**src/rtl/cnn_pkg.sv**
```systemverilog
// Shared CNN-layer definitions: default bus widths, bias-fill FSM states and
// the bias word type.
package cnn_pkg;

  localparam int DEF_DATA_W = 16;
  localparam int DEF_ADDR_W = 16;

  typedef logic [DEF_DATA_W-1:0] bias_word_t;

  typedef enum logic [2:0] {
    IDLE,
    LOAD_REQ,
    LOAD_WAIT,
    WRITE,
    FINISH
  } state_t;

endpackage

```
**src/rtl/bias_fill_engine_if.sv**
```systemverilog
// Bundles the bias fill engine's three interfaces: layer control, the bias
// burst read port and the pixel write port.
interface bias_fill_engine_if
  import cnn_pkg::*;
#(
  parameter int DATA_W = DEF_DATA_W,
  parameter int ADDR_W = DEF_ADDR_W,
  parameter int BURST  = 25,
  parameter int CNT_W  = 16
) ();

  logic                      start;
  logic [ADDR_W-1:0]         bias_base;
  logic [CNT_W-1:0]          num_biases;
  logic [ADDR_W-1:0]         out_base;
  logic [CNT_W-1:0]          out_size;
  logic                      busy;
  logic                      done;

  logic                      bias_rd_req;
  logic [ADDR_W-1:0]         bias_rd_addr;
  logic                      bias_rd_valid;
  logic [BURST*DATA_W-1:0]   bias_rd_data;

  logic                      wr_valid;
  logic [ADDR_W-1:0]         wr_addr;
  logic [DATA_W-1:0]         wr_data;
  logic                      wr_ready;

  modport slave (
    input  start, bias_base, num_biases, out_base, out_size,
    output busy, done,
    output bias_rd_req, bias_rd_addr,
    input  bias_rd_valid, bias_rd_data,
    output wr_valid, wr_addr, wr_data,
    input  wr_ready
  );

  modport master (
    output start, bias_base, num_biases, out_base, out_size,
    input  busy, done,
    input  bias_rd_req, bias_rd_addr,
    output bias_rd_valid, bias_rd_data,
    input  wr_valid, wr_addr, wr_data,
    output wr_ready
  );

endinterface

```
**src/rtl/bias_fill_engine_burst_buffer.sv**
```systemverilog
// Holds one burst of bias words, captured in a single cycle, with an indexed
// read port that returns zero for indices past the end of the burst.
module bias_burst_buffer
  import cnn_pkg::*;
#(
  parameter int DATA_W = DEF_DATA_W,
  parameter int BURST  = 25,
  parameter int IDX_W  = 5
) (
  input  logic                    clk,
  input  logic                    reset,
  input  logic                    i_capture,
  input  logic [BURST*DATA_W-1:0] i_data,
  input  logic [IDX_W-1:0]        i_idx,
  output logic [DATA_W-1:0]       o_word
);

  logic [DATA_W-1:0] r_words [BURST];

  always_ff @(posedge clk) begin
    if (reset) begin
      for (int k = 0; k < BURST; k++) r_words[k] <= '0;
    end else if (i_capture) begin
      for (int k = 0; k < BURST; k++) r_words[k] <= i_data[k*DATA_W +: DATA_W];
    end
  end

  always_comb begin
    o_word = '0;
    if (int'(i_idx) < BURST) o_word = r_words[i_idx];
  end

endmodule

```
**src/rtl/bias_fill_engine.sv**
```systemverilog
// Pre-fills each output feature map with its channel bias, loading biases in
// bursts and writing one pixel per cycle under write backpressure.
module bias_fill_engine
  import cnn_pkg::*;
#(
  parameter int DATA_W = DEF_DATA_W,
  parameter int ADDR_W = DEF_ADDR_W,
  parameter int BURST  = 25,
  parameter int CNT_W  = 16
) (
  input logic              clk,
  input logic              reset,
  bias_fill_engine_if.slave bus
);

  localparam int IDX_W = (BURST > 1) ? $clog2(BURST) : 1;
  localparam logic [IDX_W-1:0]  LAST_IDX = IDX_W'(BURST - 1);
  localparam logic [CNT_W-1:0]  ONE_C    = CNT_W'(1);
  localparam logic [ADDR_W-1:0] ONE_A    = ADDR_W'(1);
  localparam logic [ADDR_W-1:0] BURST_A  = ADDR_W'(BURST);

  state_t            r_state;
  logic [ADDR_W-1:0] r_biasPtr;
  logic [ADDR_W-1:0] r_wrPtr;
  logic [CNT_W-1:0]  r_numBiases;
  logic [CNT_W-1:0]  r_pixTotal;
  logic [CNT_W-1:0]  r_pixCnt;
  logic [CNT_W-1:0]  r_chCnt;
  logic [IDX_W-1:0]  r_burstIdx;
  logic              r_busy;
  logic              r_done;
  logic              r_rdReq;
  logic              r_wrValid;

  logic              w_capture;
  logic              w_chanDone;
  logic [CNT_W-1:0]  w_chNext;
  logic [DATA_W-1:0] w_word;

  assign w_capture  = (r_state == LOAD_WAIT) && bus.bias_rd_valid;
  assign w_chanDone = (r_pixCnt == (r_pixTotal - ONE_C));
  assign w_chNext   = r_chCnt + ONE_C;

  bias_burst_buffer #(
    .DATA_W (DATA_W),
    .BURST  (BURST),
    .IDX_W  (IDX_W)
  ) u_buffer (
    .clk       (clk),
    .reset     (reset),
    .i_capture (w_capture),
    .i_data    (bus.bias_rd_data),
    .i_idx     (r_burstIdx),
    .o_word    (w_word)
  );

  // FINISH lasts one cycle when entered from WRITE (done already set on the
  // last accepted write) and two when entered straight from IDLE.
  always_ff @(posedge clk) begin
    if (reset) begin
      r_state     <= IDLE;
      r_biasPtr   <= '0;
      r_wrPtr     <= '0;
      r_numBiases <= '0;
      r_pixTotal  <= '0;
      r_pixCnt    <= '0;
      r_chCnt     <= '0;
      r_burstIdx  <= '0;
      r_busy      <= 1'b0;
      r_done      <= 1'b0;
      r_rdReq     <= 1'b0;
      r_wrValid   <= 1'b0;
    end else begin
      case (r_state)
        IDLE: begin
          if (bus.start) begin
            r_biasPtr   <= bus.bias_base;
            r_wrPtr     <= bus.out_base;
            r_numBiases <= bus.num_biases;
            r_pixTotal  <= bus.out_size * bus.out_size;
            r_pixCnt    <= '0;
            r_chCnt     <= '0;
            r_burstIdx  <= '0;
            r_busy      <= 1'b1;
            if (bus.num_biases == '0 || bus.out_size == '0) begin
              r_state <= FINISH;
            end else begin
              r_state <= LOAD_REQ;
              r_rdReq <= 1'b1;
            end
          end
        end
        LOAD_REQ: begin
          r_rdReq <= 1'b0;
          r_state <= LOAD_WAIT;
        end
        LOAD_WAIT: begin
          if (bus.bias_rd_valid) begin
            r_burstIdx <= '0;
            r_wrValid  <= 1'b1;
            r_state    <= WRITE;
          end
        end
        WRITE: begin
          if (bus.wr_ready) begin
            r_wrPtr <= r_wrPtr + ONE_A;
            if (w_chanDone) begin
              r_pixCnt   <= '0;
              r_chCnt    <= w_chNext;
              r_burstIdx <= r_burstIdx + IDX_W'(1);
              if (w_chNext == r_numBiases) begin
                r_wrValid <= 1'b0;
                r_done    <= 1'b1;
                r_busy    <= 1'b0;
                r_state   <= FINISH;
              end else if (r_burstIdx == LAST_IDX) begin
                r_biasPtr <= r_biasPtr + BURST_A;
                r_wrValid <= 1'b0;
                r_rdReq   <= 1'b1;
                r_state   <= LOAD_REQ;
              end
            end else begin
              r_pixCnt <= r_pixCnt + ONE_C;
            end
          end
        end
        FINISH: begin
          if (r_done) begin
            r_done  <= 1'b0;
            r_state <= IDLE;
          end else begin
            r_done <= 1'b1;
            r_busy <= 1'b0;
          end
        end
        default: r_state <= IDLE;
      endcase
    end
  end

  assign bus.busy         = r_busy;
  assign bus.done         = r_done;
  assign bus.bias_rd_req  = r_rdReq;
  assign bus.bias_rd_addr = r_biasPtr;
  assign bus.wr_valid     = r_wrValid;
  assign bus.wr_addr      = r_wrPtr;
  assign bus.wr_data      = w_word;

endmodule
```
**src/flat_wrapper.sv**
```systemverilog
// flat-port wrapper written by rule: the top's interface ports become plain ports
module bias_fill_engine_flat import cnn_pkg::*;
#(
  parameter int DATA_W = DEF_DATA_W,
  parameter int ADDR_W = DEF_ADDR_W,
  parameter int BURST  = 25,
  parameter int CNT_W  = 16
)
  (clk, reset, bus_start, bus_bias_base, bus_num_biases, bus_out_base, bus_out_size, bus_busy, bus_done, bus_bias_rd_req, bus_bias_rd_addr, bus_bias_rd_valid, bus_bias_rd_data, bus_wr_valid, bus_wr_addr, bus_wr_data, bus_wr_ready);
  bias_fill_engine_if #(.DATA_W(DATA_W), .ADDR_W(ADDR_W), .BURST(BURST), .CNT_W(CNT_W)) bus_i ();
  input logic clk;
  input logic reset;
  input wire logic [$bits(bus_i.start)-1:0] bus_start;
  input wire logic [$bits(bus_i.bias_base)-1:0] bus_bias_base;
  input wire logic [$bits(bus_i.num_biases)-1:0] bus_num_biases;
  input wire logic [$bits(bus_i.out_base)-1:0] bus_out_base;
  input wire logic [$bits(bus_i.out_size)-1:0] bus_out_size;
  output wire logic [$bits(bus_i.busy)-1:0] bus_busy;
  output wire logic [$bits(bus_i.done)-1:0] bus_done;
  output wire logic [$bits(bus_i.bias_rd_req)-1:0] bus_bias_rd_req;
  output wire logic [$bits(bus_i.bias_rd_addr)-1:0] bus_bias_rd_addr;
  input wire logic [$bits(bus_i.bias_rd_valid)-1:0] bus_bias_rd_valid;
  input wire logic [$bits(bus_i.bias_rd_data)-1:0] bus_bias_rd_data;
  output wire logic [$bits(bus_i.wr_valid)-1:0] bus_wr_valid;
  output wire logic [$bits(bus_i.wr_addr)-1:0] bus_wr_addr;
  output wire logic [$bits(bus_i.wr_data)-1:0] bus_wr_data;
  input wire logic [$bits(bus_i.wr_ready)-1:0] bus_wr_ready;
  assign bus_i.start = bus_start;
  assign bus_i.bias_base = bus_bias_base;
  assign bus_i.num_biases = bus_num_biases;
  assign bus_i.out_base = bus_out_base;
  assign bus_i.out_size = bus_out_size;
  assign bus_busy = bus_i.busy;
  assign bus_done = bus_i.done;
  assign bus_bias_rd_req = bus_i.bias_rd_req;
  assign bus_bias_rd_addr = bus_i.bias_rd_addr;
  assign bus_i.bias_rd_valid = bus_bias_rd_valid;
  assign bus_i.bias_rd_data = bus_bias_rd_data;
  assign bus_wr_valid = bus_i.wr_valid;
  assign bus_wr_addr = bus_i.wr_addr;
  assign bus_wr_data = bus_i.wr_data;
  assign bus_i.wr_ready = bus_wr_ready;
  bias_fill_engine #(.DATA_W(DATA_W), .ADDR_W(ADDR_W), .BURST(BURST), .CNT_W(CNT_W)) u_core (.clk(clk), .reset(reset), .bus(bus_i));
endmodule
```
**config.mk**
```make
export PLATFORM = sky130hd
export DESIGN_NAME = bias_fill_engine_flat
export DESIGN_NICKNAME = d
export VERILOG_FILES = /design/src/rtl/cnn_pkg.sv /design/src/rtl/bias_fill_engine_if.sv /design/src/rtl/bias_fill_engine_burst_buffer.sv /design/src/rtl/bias_fill_engine.sv /design/src/flat_wrapper.sv
export SDC_FILE = /design/constraint.sdc
export NUM_CORES = 1
export LEC_CHECK = 0
export CAP_MARGIN = 20
export CORE_MARGIN = 1
export CORE_UTILIZATION = 48
export DETAILED_ROUTE_END_ITERATION = 10
export PLACE_DENSITY = 0.84
export SYNTH_ARGS = -nofsm -noshare
export SYNTH_HDL_FRONTEND = slang
export SYNTH_SLANG_ARGS = --single-unit
```
**constraint.sdc**
```tcl
create_clock -name clk -period 12.4 [get_ports clk]
set_input_delay 2.48 -clock clk [delete_from_list [all_inputs] [get_ports clk]]
set_output_delay 2.48 -clock clk [all_outputs]
set_load 0.05 [all_outputs]
```
# Word-level counts from Yosys, hierarchy flattened
# Memory sizes are Yosys's and may differ from the RTL's. A register that Yosys moved wholly into a read port is not among the register bits.
# Cells that the tools add are included.
[totals] memories=1 regBits=108 out_inout_bits=52 ram_bits=400
[classes] magnitude_cmp=1 reduce_logical=21 eq_ne=18 n_bitwise=25 n_mux=87 n_addsub=6 n_mul=1
[mem_list] name="u_core.u_buffer.r_words" words=25 word_bits=16 read_ports=1 rd_clocked_by_memory_dff=1 write_ports=25 line="bias_fill_engine_burst_buffer.sv:18" text="logic [DATA_W-1:0] r_words [BURST];"
[ops] operator="$mux 16" n=38
[ops] operator="$pmux 16 s2" n=4
[ops] operator="$add 16x1->16 const B" n=3
[ops] operator="$eq 16x16->1" n=2
[ops] operator="$logic_not 16->1" n=2
[ops] operator="$mux 5" n=6
[ops] operator="$mux 1" n=25
[ops] operator="$or 1x1->1" n=25
[ops] operator="$mux 3" n=8
[ops] operator="$reduce_and 6->1" n=3
[ops] operator="$add 16x5->16 const B" n=1
[ops] operator="$mul 16x16->16" n=1
[ops] operator="$sub 16x1->16 const B" n=1
[ops] operator="$pmux 3 s5" n=1
[ops] operator="$pmux 5 s3" n=1
[ops] operator="$ne 2x2->1 const B" n=6
[ops] operator="$reduce_and 5->1" n=2
[ops] operator="$reduce_bool 3->1" n=3
[ops] operator="$ne 2x1->1 const B" n=4
[ops] operator="$reduce_and 4->1" n=2
[ops] operator="$reduce_and 7->1" n=1
[ops] operator="$eq 3x2->1 const B" n=2
[ops] operator="$pmux 1 s3" n=2
[ops] operator="$reduce_bool 2->1" n=3
[ops] operator="12 further kinds" n=13

# Logic depth before layout (Yosys ltp)
# Gate-level depths: netlist of the first run.
[depth] ltp_word=7 depth_mapped=24 mapped_depth_nobuf=23

# Modules after synthesis
# From an unflattened synthesis of the first run, not the netlist that was laid out.
[hier_totals] hier_cells=2557 hier_area_um2=27999.4
[by_module_without_submodules] module="bias_burst_buffer" area_each_um2=18287.5 seq_area_each_um2=12011.5 instances=1 cells_each=1334
[by_module_without_submodules] module="bias_fill_engine" area_each_um2=9711.8 seq_area_each_um2=2142.1 instances=1 cells_each=1223

# Worst setup path after synthesis of the first run
# No wires, ideal clock.
[synth_timing] kind="input to register" start="input reset" end="memory u_core.u_buffer.r_words[0][0] in the netlist's numbering, enable pin" setup_slack_ns=-0.039 arrival_time_ns=9.508 path_stages=4 setup_time_ns=2.931 n_path_buf=2 path_cell_list="clkbuf_1 > inv_1 > clkbuf_1 > nand2_1"
[synth_rtl] element="start: declaration" line="flat_wrapper.sv:12" text="input logic reset;"
[synth_rtl] element="end: declaration" line="bias_fill_engine_burst_buffer.sv:18"

# Worst setup path in the final report of the first run
[layout_timing] start="input bus_out_size[1]" end="register u_core.r_pixTotal[15]"
[layout_via] elab_chain_len=1
[layout_rtl] element="start: declaration" line="flat_wrapper.sv:17" text="input wire logic [$bits(bus_i.out_size)-1:0] bus_out_size;"
[layout_rtl] element="$mul 16x16->16" line="bias_fill_engine.sv:80" text="r_pixTotal <= bus.out_size * bus.out_size;"
[layout_rtl] element="end signal: assignment" line="bias_fill_engine.sv:80"
[layout_rtl] element="end: declaration" line="bias_fill_engine.sv:26" text="logic [CNT_W-1:0] r_pixTotal;"
# No other way between the ends.
# A chain may end at the register's enable or synchronous reset.

==> metrics.md, run 1 <==
| Metric | Value |
|---|---|
| Routed vias | about 20,000 |
| Top post-synthesis cells by area | edfxtp_1 (44%), mux4_2 (9.2%), dfxtp_1 (8.2%) |
| Clock latency on the worst-skew pair | ~0.60 ns |
| Mean post-synth cell area | 12.0 um^2 |
| Internal Power | between 3 and 4 mW |
| CP endpoint kind | flop |
| Row cnt | between 80 and 90 |
| Antenna violations before repair | 21 |
| Area of the mapped netlist | between 20,000 and 30,000 um^2 |
| Distinct cells, synth | 76 |
| Seq/Total Area, Yosys | between 50% and 60% |
| CP Launch Point | bus_out_size[1] |
| Worst setup SP type | primary input |
| NumNets Final | between 3,000 and 4,000 |
| WL/cell | 22.1 um |
| Reg2reg setup slack | slightly above 8 ns |
| R2r startpoint | u_core.r_pixTotal[0]$_SDFFE_PP0P_ |
| Clk pwr share | 26.9% |
| H-Tree Depth | 2 |
| Worst Hold Class | reg -> reg |
| IO Count | 521 |
| Die Ht | roughly 240 um |
| RSZ-0062 raised after global routing | no |
| Final setup fails | 0 |
| Number of global-route vias before repair | around 20,000 |
| Number of fill cells | 4,310 |
| Final setup TNS | 0 ns |
| Die Footprint | ~58,000 um^2 |
| 1st-iter DRT viols | around 1,800 |
| YS warnings | 0 |
| Via/cell ratio | between 5 and 6 |
| Seq pwr share | a little under two fifths |
| Max-cap violations | 0 |
| Worst Path Required | approximately 13 ns |
| PwrDens | approximately 170 nW/um^2 |
| Clk buf depth | 3 |
| Share of cells above drive strength 1 | under 10% |
| Fin Hold WS | 0.467 ns |
| TritonRoute pass-1 iters | 5 |
| Sw Pwr | between 1.5 and 2 mW |
| P_leak | between 10 and 15 nW |
| Worst Path Arrival | 8.37 ns |
| Synth top cells by count | edfxtp_1 (400), and2_1 (314), nand2_1 (179) |
| Reg clk slew, reported paths | roughly 0.060 ns |
| # DRC | 0 |
| Post-CTS sizing | 0 |
| Hold Vio Cnt, Final | 0 |
| Switching share of power | between 30% and 40% |
| Post-synth top area cell | edfxtp_1 |
| Max-slew headroom | between 20% and 30% |
| Area delta synth->final | 27.8% |
| Post-Syn Instances | roughly 2,300 |
| Synthesis-stage register bit count | roughly 510 |
| Status | finished clean |
| Max FO, Critical Path | 19 |
| CP Capture Point | u_core.r_pixTotal[15]$_SDFFE_PP0P_ |
| R2R cell count | 11 |
| CTS tree | built |
| Syn Nets | between 2,000 and 3,000 |
| Num CTS Buffers | 54 |
| DP Wirelength | between 50 and 60 mm |
| Core footprint | 56,400 um^2 |
| Clock Sinks | between 500 and 600 |
| Crit Path Category | in -> reg |
| Routed wire length | about 80 mm |
| Crit path time final | between 7 and 8 ns |
| Number of synthesized flops with an enable pin | 400 |
| Primary FF master, synth | edfxtp_1 |
| Die X | around 240 um |
| Placer Congestion | just over 0.9 |
| # port buffers | between 500 and 600 |
| CTS root buffer | clkbuf_16 |
| Largest net degree at the start of global routing | roughly 180 |
| Worst reg2reg endpoint | u_core.r_chCnt[14]$_SDFFE_PP0P_ |
| # Post-CTS Setup Buffers | 0 |
| Count leader, synth | edfxtp_1 |
| Comb power frac | around a third |
| Setup Skew | 0.0121 ns |
| Gr ovfl total | 0 |
| Total track usage | between 20% and 30% |
| Starting density of the core | around half |
| Worst IR Drop VDD | roughly 0.00013 V |
| Final worst path period share | a little under two thirds |
| CTS Hold Bufs | 0 |
| Detail Route Antenna Nets | 0 |
| Asr flop ratio synth | 0% |
| Fmax | 127 MHz |
| Worst-Margin Slew | about 1.1 ns |
| Yosys top cell area share | between 40 and 50% |
| First-pass GRT wire length | between 100 and 150 mm |
| Max Slew Vio Count | 0 |
## worst max-delay path, stage by stage
cell and delay [ns]:
clkdlybuf4s50_1 0.84, and2_1 0.25, inv_1 0.06, fa_1 0.46, fa_1 0.55, inv_1 0.05, fa_1 0.50, inv_1 0.05
fa_1 0.52, inv_1 0.05, fa_1 0.48, inv_1 0.06, fa_1 0.47, inv_1 0.04, ha_1 0.33, and2_1 0.19
o21ai_0 0.14, o21ai_0 0.13, o41ai_1 0.36, xnor2_1 0.12, a211oi_1 0.22
## state kept, by name, indices dropped and copies added, names as in the netlist, named ones only
register / cells
u_core.bus.wr_valid: 1
u_core.r_chCnt: 16
u_core.bus.wr_addr: 16
u_core.bus.done: 1
u_core.r_pixCnt: 16
u_core.u_buffer.r_words: 400
u_core.bus.bias_rd_req: 1
u_core.r_numBiases: 16
u_core.r_state: 3
u_core.bus.busy: 1
u_core.bus.bias_rd_addr: 16
u_core.r_pixTotal: 15
u_core.r_burstIdx: 5
## through the flow
step | utilization (%) | cells | instance area (um^2) | power (mW) | setup slack, ns
floorplan | - | 2283 | 27300 | 3.66 | 4.04
global placement | 58.7 | 3431 | 33100 | 4.20 | 4.04
detailed placement | 58.7 | 3432 | 33100 | 4.28 | 3.99
CTS | 61.7 | 3530 | 34800 | 5.84 | 4.61
global route | 62.0 | 3549 | 34900 | 6.12 | 4.24
finish | 62.0 | 3549 | 34900 | 5.82 | 4.54
## how the worst min path moves through the flow
stage	to	cells past startpoint	slack, ns	start
after global routing	u_core.r_numBiases[14]$_SDFFE_PP0P_	2	0.49	u_core.r_numBiases[14]$_SDFFE_PP0P_
final	u_core.r_numBiases[14]$_SDFFE_PP0P_	2	0.47	u_core.r_numBiases[14]$_SDFFE_PP0P_
after floorplan	u_core.r_numBiases[2]$_SDFFE_PP0P_	2	0.45	u_core.r_numBiases[2]$_SDFFE_PP0P_
after detailed placement	u_core.r_numBiases[0]$_SDFFE_PP0P_	2	0.46	u_core.r_numBiases[0]$_SDFFE_PP0P_
after CTS	u_core.r_numBiases[1]$_SDFFE_PP0P_	2	0.47	u_core.r_numBiases[1]$_SDFFE_PP0P_
after global placement	u_core.bus.bias_rd_addr[15]$_SDFFE_PP0P_	2	0.46	u_core.bus.bias_rd_addr[15]$_SDFFE_PP0P_
## routing by layer
metal  vias up  global-route usage [%]  routed length (um)
met3       168                    5.81                6560
met4        12                    11.0                2710
met5         -                       0                  63
met1      9686                    32.8               30100
met2       835                    45.3               39200
li1       8976                       -                   -
## cells in the final DEF (no fill, tap or decap), types with 5 or more instances in the layout
master,count
a211oi_1,13
a21o_1,7
a21oi_1,92
a22oi_1,11
a31oi_1,6
and2_1,314
and3_1,20
buf_4,12
clkbuf_1,16
clkbuf_16,56
clkdlybuf4s50_1,519
clkinv_1,7
clkinv_2,9
dfxtp_1,108
diode_2,15
edfxtp_1,400
fa_1,67
ha_1,55
inv_1,140
mux2i_1,33
mux4_2,112
nand2_1,178
nand2b_1,6
nand3_1,42
nand4_1,18
nor2_1,102
nor2b_1,120
nor3_1,12
nor4_1,17
o21ai_0,76
o31ai_1,7
or2_0,8
or3_1,6
or4_1,5
xnor2_1,53
xor2_1,25
## cell type report
type                    count  area, um^2  area share (%)
multi-input cells        1490       12000            34.5
diodes                     15        37.5           0.107
clock buffers              76        1520            4.34
clock inverters            22         180           0.516
flip-flops and latches    512       14300            40.8
repair buffers            538        5430            15.5
inverters                 140         526            1.50
well taps                 756         946            2.71
## power by group through the flow
stage	combinational, mW	clock, mW	sequential, mW
6_report	2.02	1.57	2.24
5_1_grt	2.22	1.65	2.26
4_1_cts	2.02	1.59	2.24
3_5_place_dp	2.01	0	2.27
3_3_place_gp	1.95	0	2.25
2_1_floorplan	1.34	0	2.32
## kinds of logic (layout without fill, tap and decap cells)
family                   after synthesis  after routing  synth area share (%)
flip-flops                           512            512                  52.1
other                                  0             15                     0
XOR/XNOR                              78             78                  2.50
AND/OR/NAND/NOR                      880            880                  17.5
AO/OA/AOI/OAI                        264            264                  6.02
multiplexers                         146            146                  10.5
adder cells (fa/ha/maj)              122            122                  7.42
buffers and inverters                281            776                  3.94
No activity file was read; power rests on OpenSTA's default activity.
==> inputs of run 2 (changes only) <==
Settings changed: CORE_UTILIZATION 48 to 53, PLACE_DENSITY 0.84 to 0.87.
Clock period 12.4 ns to 7.85 ns, I/O delays scaled along.
==> run 2 against run 1 <==
Count of clock-buffer cells in the layout rose by 6. Sequential share of layout area barely moved. Total power rose by 61%. Register-to-register slack got worse by 4.5 ns. Hold slack improved by 0.0046 ns. Flip-flop and latch count did not move. Global-route usage rose by 3.8 points. Combinational power rose by 58%. Sequential power rose by 58%. Final cell count fell by 1.8%. Non-clock buffer count rose by 2. Die area fell by 9.4%. Largest cell class unchanged. Largest power group unchanged.
==> metrics.md, run 2 (synthesis gave the netlist of run 1 again) <==
| Metric | Value |
|---|---|
| Max-cap violations | 0 (unchanged) |
| # Post-CTS Setup Buffers | 0 (unchanged) |
| Core footprint | 50,500 um^2 (-10%) |
| Most frequent CP cell | fa_1 |
| Worst slack at placement | 0.556 ns (-3.43 ns) |
| # port buffers | 520 (unchanged) |
| Worst-Margin Slew | 1.12 ns (+0.00115 ns) |
| CP Cell Sequence | clkdlybuf4s50_1 -> nand2_1 -> fa_1 -> fa_1 -> inv_1 -> fa_1 -> inv_1 -> fa_1 -> inv_1 -> fa_1 -> inv_1 -> fa_1 -> inv_1 -> ha_1 -> and2_1 -> o21ai_0 -> o21ai_0 -> o41ai_1 -> xnor2_1 -> a211oi_1 |
| Clk buf depth | 3 (unchanged) |
| Area delta synth->final | 27.9% |
| Gr ovfl total | 0 (unchanged) |
| Post-DP Area | 33,000 um^2 (-0.20%) |
| Crit Path Category | in -> reg |
| CTS tree | built |
| WP buf/inv | 6 (-1) |
| Row cnt | 82 (-5.7%) |
| Largest net degree at the start of global routing | 154 (-13%) |
| Largest register FFs | 400 (unchanged) |
| Detail Route Antenna Nets | 0 (unchanged) |
| PwrDens | 268 nW/um^2 (+61%) |
| Reg2reg setup slack | 3.58 ns (-4.49 ns) |
| Final setup TNS | 0 ns (unchanged) |
| Die Ht | 229 um (-4.8%) |
| H-Tree Depth | 2 (unchanged) |
| Worst reg2reg endpoint | u_core.r_chCnt[14]$_SDFFE_PP0P_ |
| Worst path max stage delay | 0.66 ns (-0.18 ns) |
| DP Wirelength | 57.6 mm (+1.7%) |
| Die Footprint | 52,500 um^2 (-9.4%) |
| Slowest CP cell | clkdlybuf4s50_1 |
| CTS root buffer | clkbuf_16 |
| Reg clk slew, reported paths | 0.06 ns (about the same) |
| Worst IR Drop VDD | 0.000220 V (+73%) |
| 1st-iter DRT viols | 2,003 (+10%) |
| Num CTS Buffers | 56 (+3.7%) |
| Total track usage | 30.4% (+3.8 points) |
| Worst Hold Class | reg -> reg |
| NumNets Final | 3,331 (+0.12%) |
| Hold Vio Cnt, Final | 0 (unchanged) |
| Most common cell after layout, fill and taps aside | clkdlybuf4s50_1 |
| Share of cells above drive strength 1 | 8.55% (+0.24 points) |
| Antenna violations before repair | 35 (+67%) |
| Final instance area | 35,000 um^2 (+0.11%) |
| Final setup fails | 0 (unchanged) |
| Post-Place Cells | 3,352 (-2.3%) |
| WL/cell | 23.1 um (+4.5%) |
| Final WS setup | 1.20 ns (-3.34 ns) |
| Setup Skew | 0.0374 ns (+0.0253 ns) |
| HP Start | u_core.r_numBiases[11]$_SDFFE_PP0P_ |
| TritonRoute pass-1 iters | 8 (+3) |
| Worst Path Arrival | 7.16 ns (-1.21 ns) |
| Max Slew Vio Count | 0 (unchanged) |
| Multi-input logic area | 12,000 um^2 (unchanged) |
| Die X | 229 um (-4.8%) |
| Max-slew headroom | 25.5% (about the same) |
| Final std cells w/o fill | 3,486 (-1.8%) |
| CTS Hold Bufs | 0 (unchanged) |
| Final worst path period share | between 80 and 90% |
| R2r startpoint | u_core.r_pixTotal[0]$_SDFFE_PP0P_ |
| Clock Sinks | 512 (unchanged) |
| CP endpoint kind | flop |
| Max FO, Critical Path | 8 (-11) |
| CP top delay family | adder cells |
| Status | finished clean |
| Routed vias | 20,000 (+1.7%) |
| P_leak | 13.0 nW (+0.37%) |
| # DRC | 0 (unchanged) |
| R2R cell count | 11 (unchanged) |
| Starting density of the core | 54.2% (+5.7 points) |
| Most frequent cells in the layout | clkdlybuf4s50_1 (519), edfxtp_1 (400), and2_1 (314) |
| Worst setup SP type | primary input |
| Number of fill cells | 3,476 (-19%) |
| Worst Path Required | 8.36 ns (-4.54 ns) |
| Placer Congestion | 0.937 (+2.3%) |
| RSZ-0062 raised after global routing | no |
| Routed wire length | 80.7 mm (+2.6%) |
| IO Count | 521 (unchanged) |
| Via/cell ratio | 5.74 (+3.5%) |
| Clock latency on the worst-skew pair | 0.63 ns (+0.03 ns) |
| Fmax | 150 MHz |
| Crit path time final | 6.65 ns |
| Number of global-route vias before repair | 20,200 (+1.4%) |
| Fin Hold WS | 0.472 ns (+0.00456 ns) |
| Worst Hold End | u_core.r_numBiases[11]$_SDFFE_PP0P_ |
| Largest Register | u_core.u_buffer.r_words |
| Storage cell area | 14,300 um^2 (about the same) |
| Worst hold path stage count | 2 (unchanged) |
| Post-CTS sizing | 0 (unchanged) |
| First-pass GRT wire length | 120 mm (+3.6%) |
run 2: changes by cell type in the layout (fill, tap and decap cells not counted), sizes merged:
cell      before  now
clkbuf        76   82
clkinvlp       1    3
buf           19   21
bufinv         2    3
clkinv        18   11
inv          141  142
diode         15   31
run 2: metal layers:
metal  up-vias  part of all wire (%)  wire, um  global-route usage, %
met3       222                   8.2      6620                   6.14
li1       9002                     -         -                      -
met4         8                   4.5      3620                   13.9
met2       988                    49     39700                   50.7
met1      9792                    38     30700                   38.1
met5         -                 0.063        51                      0
run 2: area by class of cell:
type,instances,area share (%)
repair buffers,540,15.5
multi-input cells,1490,34.4
clock inverters,19,0.576
inverters,140,1.50
clock buffers,82,4.60
flip-flops and latches,512,40.8
diodes,31,0.222
well taps,672,2.40
run 2: power breakdown:
part / total, mW / switching, mW / internal (mW)
combinational: 3.20 / 1.75 / 1.45
clock: 2.62 / 1.10 / 1.52
sequential: 3.55 / 0.235 / 3.32
total: 9.37 / 3.09 / 6.28
run 2: how the worst max path moves through the flow:
stage	startpoint	to	slack (ns)	cells after the start
2_1_floorplan	reset	u_core.u_buffer.r_words[0][0]$_SDFFCE_PN0P_	0.40	4
3_3_place_gp	bus_out_size[8]	u_core.r_pixTotal[15]$_SDFFE_PP0P_	0.69	20
3_5_place_dp	bus_out_size[9]	u_core.r_pixTotal[15]$_SDFFE_PP0P_	0.56	20
4_1_cts	bus_out_size[9]	u_core.r_pixTotal[15]$_SDFFE_PP0P_	1.23	20
5_1_grt	bus_out_size[10]	u_core.r_pixTotal[15]$_SDFFE_PP0P_	0.92	21
6_report	bus_out_size[8]	u_core.r_pixTotal[15]$_SDFFE_PP0P_	1.20	20
run 2: metrics by stage:
step / utilization [%] / total power [mW]
final: 69.3 / 9.37
after global routing: 69.3 / 9.84
after CTS: 69.1 / 9.39
after detailed placement: 65.5 / 6.77
after global placement: 65.5 / 6.61
after floorplan: - / 5.78
run 2: worst min-delay path, stage by stage, from the launching register on:
cell and delay, ns:
dfxtp_1 0.32, nand2_1 0.06, a21oi_1 0.05
==> inputs of run 3 (changes only) <==
Settings changed: CORE_UTILIZATION 53 to 48, PLACE_DENSITY 0.87 to 0.84.
Clock period 7.85 ns to 5.6 ns, I/O delays scaled along.
==> run 3 against run 2 <==
Core utilization fell by 5.8 points. Register-to-register slack got worse by 2.2 ns. Clock skew fell by 0.0011 ns. Critical path depth fell by 1. Die area rose by 10%. Total power rose by 44%. Sequential power rose by 39%. Hold slack barely moved. Clock power rose by 30%. Largest power group is now combinational cells. Highest routed layer unchanged.
==> metrics.md, run 3 (synthesis gave the netlist of run 1 again) <==
| Metric | Value |
|---|---|
| CP top delay family | adder cells |
| Clock Sinks | 512 (unchanged) |
| Worst path max stage delay | 0.53 ns (-0.13 ns) |
| Crit Path Category | in -> reg |
| Antenna violations before repair | 33 (-5.7%) |
| Most common cell after layout, fill and taps aside | clkdlybuf4s50_1 |
| Max-slew headroom | 33.8% (+8.3 points) |
| H-Tree Depth | 2 (unchanged) |
| Starting density of the core | 48.5% (-5.7 points) |
| RSZ-0062 raised after global routing | no |
| Largest Register | u_core.u_buffer.r_words |
| DP Wirelength | 59.5 mm (+3.3%) |
| Worst-Margin Slew | 0.993 ns (-0.124 ns) |
| Total track usage | 27.2% (-3.2 points) |
| Seq pwr share | 36.7% (-1.2 points) |
| NumNets Final | 3,418 (+2.6%) |
| CTS tree | built |
| Row cnt | 87 (+6.1%) |
| Clock latency on the worst-skew pair | 0.61 ns (-0.02 ns) |
| Core footprint | 56,400 um^2 (+12%) |
| Final core utilization | 63.5% (-5.8 points) |
| Routed wire length | 80.6 mm (about the same) |
| Hold Vio Cnt, Final | 0 (unchanged) |
| Via/cell ratio | 5.52 (-3.9%) |
| Worst IR Drop VDD | 0.000244 V (+11%) |
| Number of global-route vias before repair | 20,500 (+1.3%) |
| Status | finished clean |
| Clk pwr share | 25.3% (-2.7 points) |
| Reg clk slew, reported paths | 0.06 ns (about the same) |
| IO Count | 521 (unchanged) |
| CP Cell Sequence | clkdlybuf4s50_1 -> nand2_1 -> xor2_1 -> ha_1 -> a31o_2 -> fa_1 -> ha_1 -> fa_1 -> inv_1 -> fa_1 -> fa_1 -> inv_1 -> ha_4 -> a21o_1 -> a31oi_4 -> o21ai_2 -> o41ai_2 -> xnor2_1 -> a211oi_1 |
| Most frequent cells in the layout | clkdlybuf4s50_1 (509), edfxtp_1 (400), and2_1 (306) |
| WP buf/inv | 3 (-3) |
| Routed vias | 20,100 (+0.68%) |
| Post-DP Area | 34,000 um^2 (+2.9%) |
| Area delta synth->final | 31.0% |
| P_leak | 13.4 nW (+3.3%) |
| Worst Hold Class | reg -> reg |
| Sw Pwr | 4.42 mW (+43%) |
| Fmax | 184 MHz |
| Placer Congestion | 0.941 (+0.37%) |
| Die Ht | 241 um (+5.0%) |
| Internal Power | 9.04 mW (+44%) |
| Switching share of power | 32.9% (-0.14 points) |
| TritonRoute pass-1 iters | 7 (-1) |
| Number of fill cells | 4,186 (+20%) |
| # DRC | 0 (unchanged) |
| # port buffers | 520 (unchanged) |
| Clk buf depth | 3 (unchanged) |
| Largest net degree at the start of global routing | 112 (-27%) |
| CTS root buffer | clkbuf_16 |
| 1st-iter DRT viols | 1,600 (-20%) |
| Max FO, Critical Path | 4 (-4) |
| Final instance area | 35,800 um^2 (+2.4%) |
| Worst Path Arrival | 5.86 ns (-1.30 ns) |
| Slowest CP cell | clkdlybuf4s50_1 |
| Final setup fails | 0 (unchanged) |
| Crit path time final | around 5.4 ns |
| Die Footprint | 57,900 um^2 (+10%) |
| Gr ovfl total | 0 (unchanged) |
| Max-cap violations | 0 (unchanged) |
| Detail Route Antenna Nets | 0 (unchanged) |
| Largest register FFs | 400 (unchanged) |
| CP endpoint kind | flop |
| WL/cell | 22.1 um (-4.6%) |
| Max Slew Vio Count | 0 (unchanged) |
| Comb power frac | 38.0% (+3.9 points) |
| Final worst path period share | slightly below 100% |
| Num CTS Buffers | 52 (-7.1%) |
| Worst Path Required | 6.02 ns (-2.34 ns) |
| CTS Hold Bufs | 0 (unchanged) |
| Setup Skew | 0.0363 ns (-0.00115 ns) |
| Most frequent CP cell | fa_1 |
| Worst setup SP type | primary input |
| Die X | 241 um (+5.0%) |
| First-pass GRT wire length | 119 mm (-1.1%) |
| PwrDens | 376 nW/um^2 (+40%) |
| Share of cells above drive strength 1 | 12.2% (+3.7 points) |
[run 3: cell count changes in the layout (fill, tap and decap cells not counted), moves of 6 or more]
cell             delta
and2_1              -8
and2_4              +8
buf_12              +7
buf_4              +80
clkbuf_1            -6
clkdlybuf4s50_1    -10
clkinv_1            +9
[run 3: what timing repair did]
| action | 4_1_cts | 5_1_grt |
|---|---|---|
| gates resized for setup | 22 | 17 |
| endpoints found under the setup margin | 4 | 4 |
| pin swaps | 9 | 9 |
| setup buffers | 0 | 1 |
[run 3: power by group through the flow]
stage               Sequential, mW  Combinational [mW]  Clock (mW)
global route                  4.98                5.56        3.58
global placement              4.97                4.84           0
CTS                           4.93                5.08        3.44
floorplan                     5.09                3.13           0
finish                        4.94                5.11        3.41
detailed placement            5.00                5.01           0
[run 3: routing by layer]
metal	track usage [%]	wire length [um]	vias to the layer above
met5	0	34	-
li1	-	-	9180
met4	14.5	3970	6
met3	6.02	6900	200
met1	33.0	30500	9884
met2	45.3	39300	879
[run 3: worst reg2reg max path, cell delays in order, from the launching register on]
cell and delay (ns):
dfxtp_1 0.38, inv_1 0.09, ha_1 0.18, nor3b_1 0.66, nand3_1 0.18, xnor2_1 0.17
or4_4 0.54, a2111oi_4 0.76, nand3_1 0.65, nor2_1 0.32, nand3_1 0.11, o21ai_0 0.15
[run 3: area by class of cell]
cell class                      count  area, um^2  area share [%]
Timing Repair Buffer              631        6180            17.3
Multi-Input combinational cell   1490       12200            34.0
Clock inverter                     22         156           0.437
Antenna cell                       31        77.6           0.217
Inverter                          140         526            1.47
Sequential cell                   512       14300            39.8
Tap cell                          756         946            2.64
Clock buffer                       71        1490            4.15
[run 3: per-stage QoR]
stage                     hold WS [ns]  instances  worst slack, ns  TNS, ns  power [mW]
after global routing             0.493       3648          0.00652        0        14.1
after global placement           0.460       3525           -0.727    -3.71        9.80
after detailed placement         0.468       3526           -0.916    -4.86        10.0
after CTS                        0.478       3619           0.0503        0        13.5
after floorplan                  0.446       2283           -0.153   -0.243        8.22
final                            0.472       3653            0.156        0        13.5
[run 3: worst paths after layout]
path	start	endpoint	slack [ns]	depth (start not counted)
setup / recovery	bus_out_size[0]	u_core.r_pixTotal[15]$_SDFFE_PP0P_	0.16	19
hold / removal	u_core.r_numBiases[12]$_SDFFE_PP0P_	u_core.r_numBiases[12]$_SDFFE_PP0P_	0.47	2
setup reg to reg	u_core.r_pixTotal[0]$_SDFFE_PP0P_	u_core.r_chCnt[14]$_SDFFE_PP0P_	1.36	11
hold reg to reg	u_core.r_numBiases[12]$_SDFFE_PP0P_	u_core.r_numBiases[12]$_SDFFE_PP0P_	0.47	2
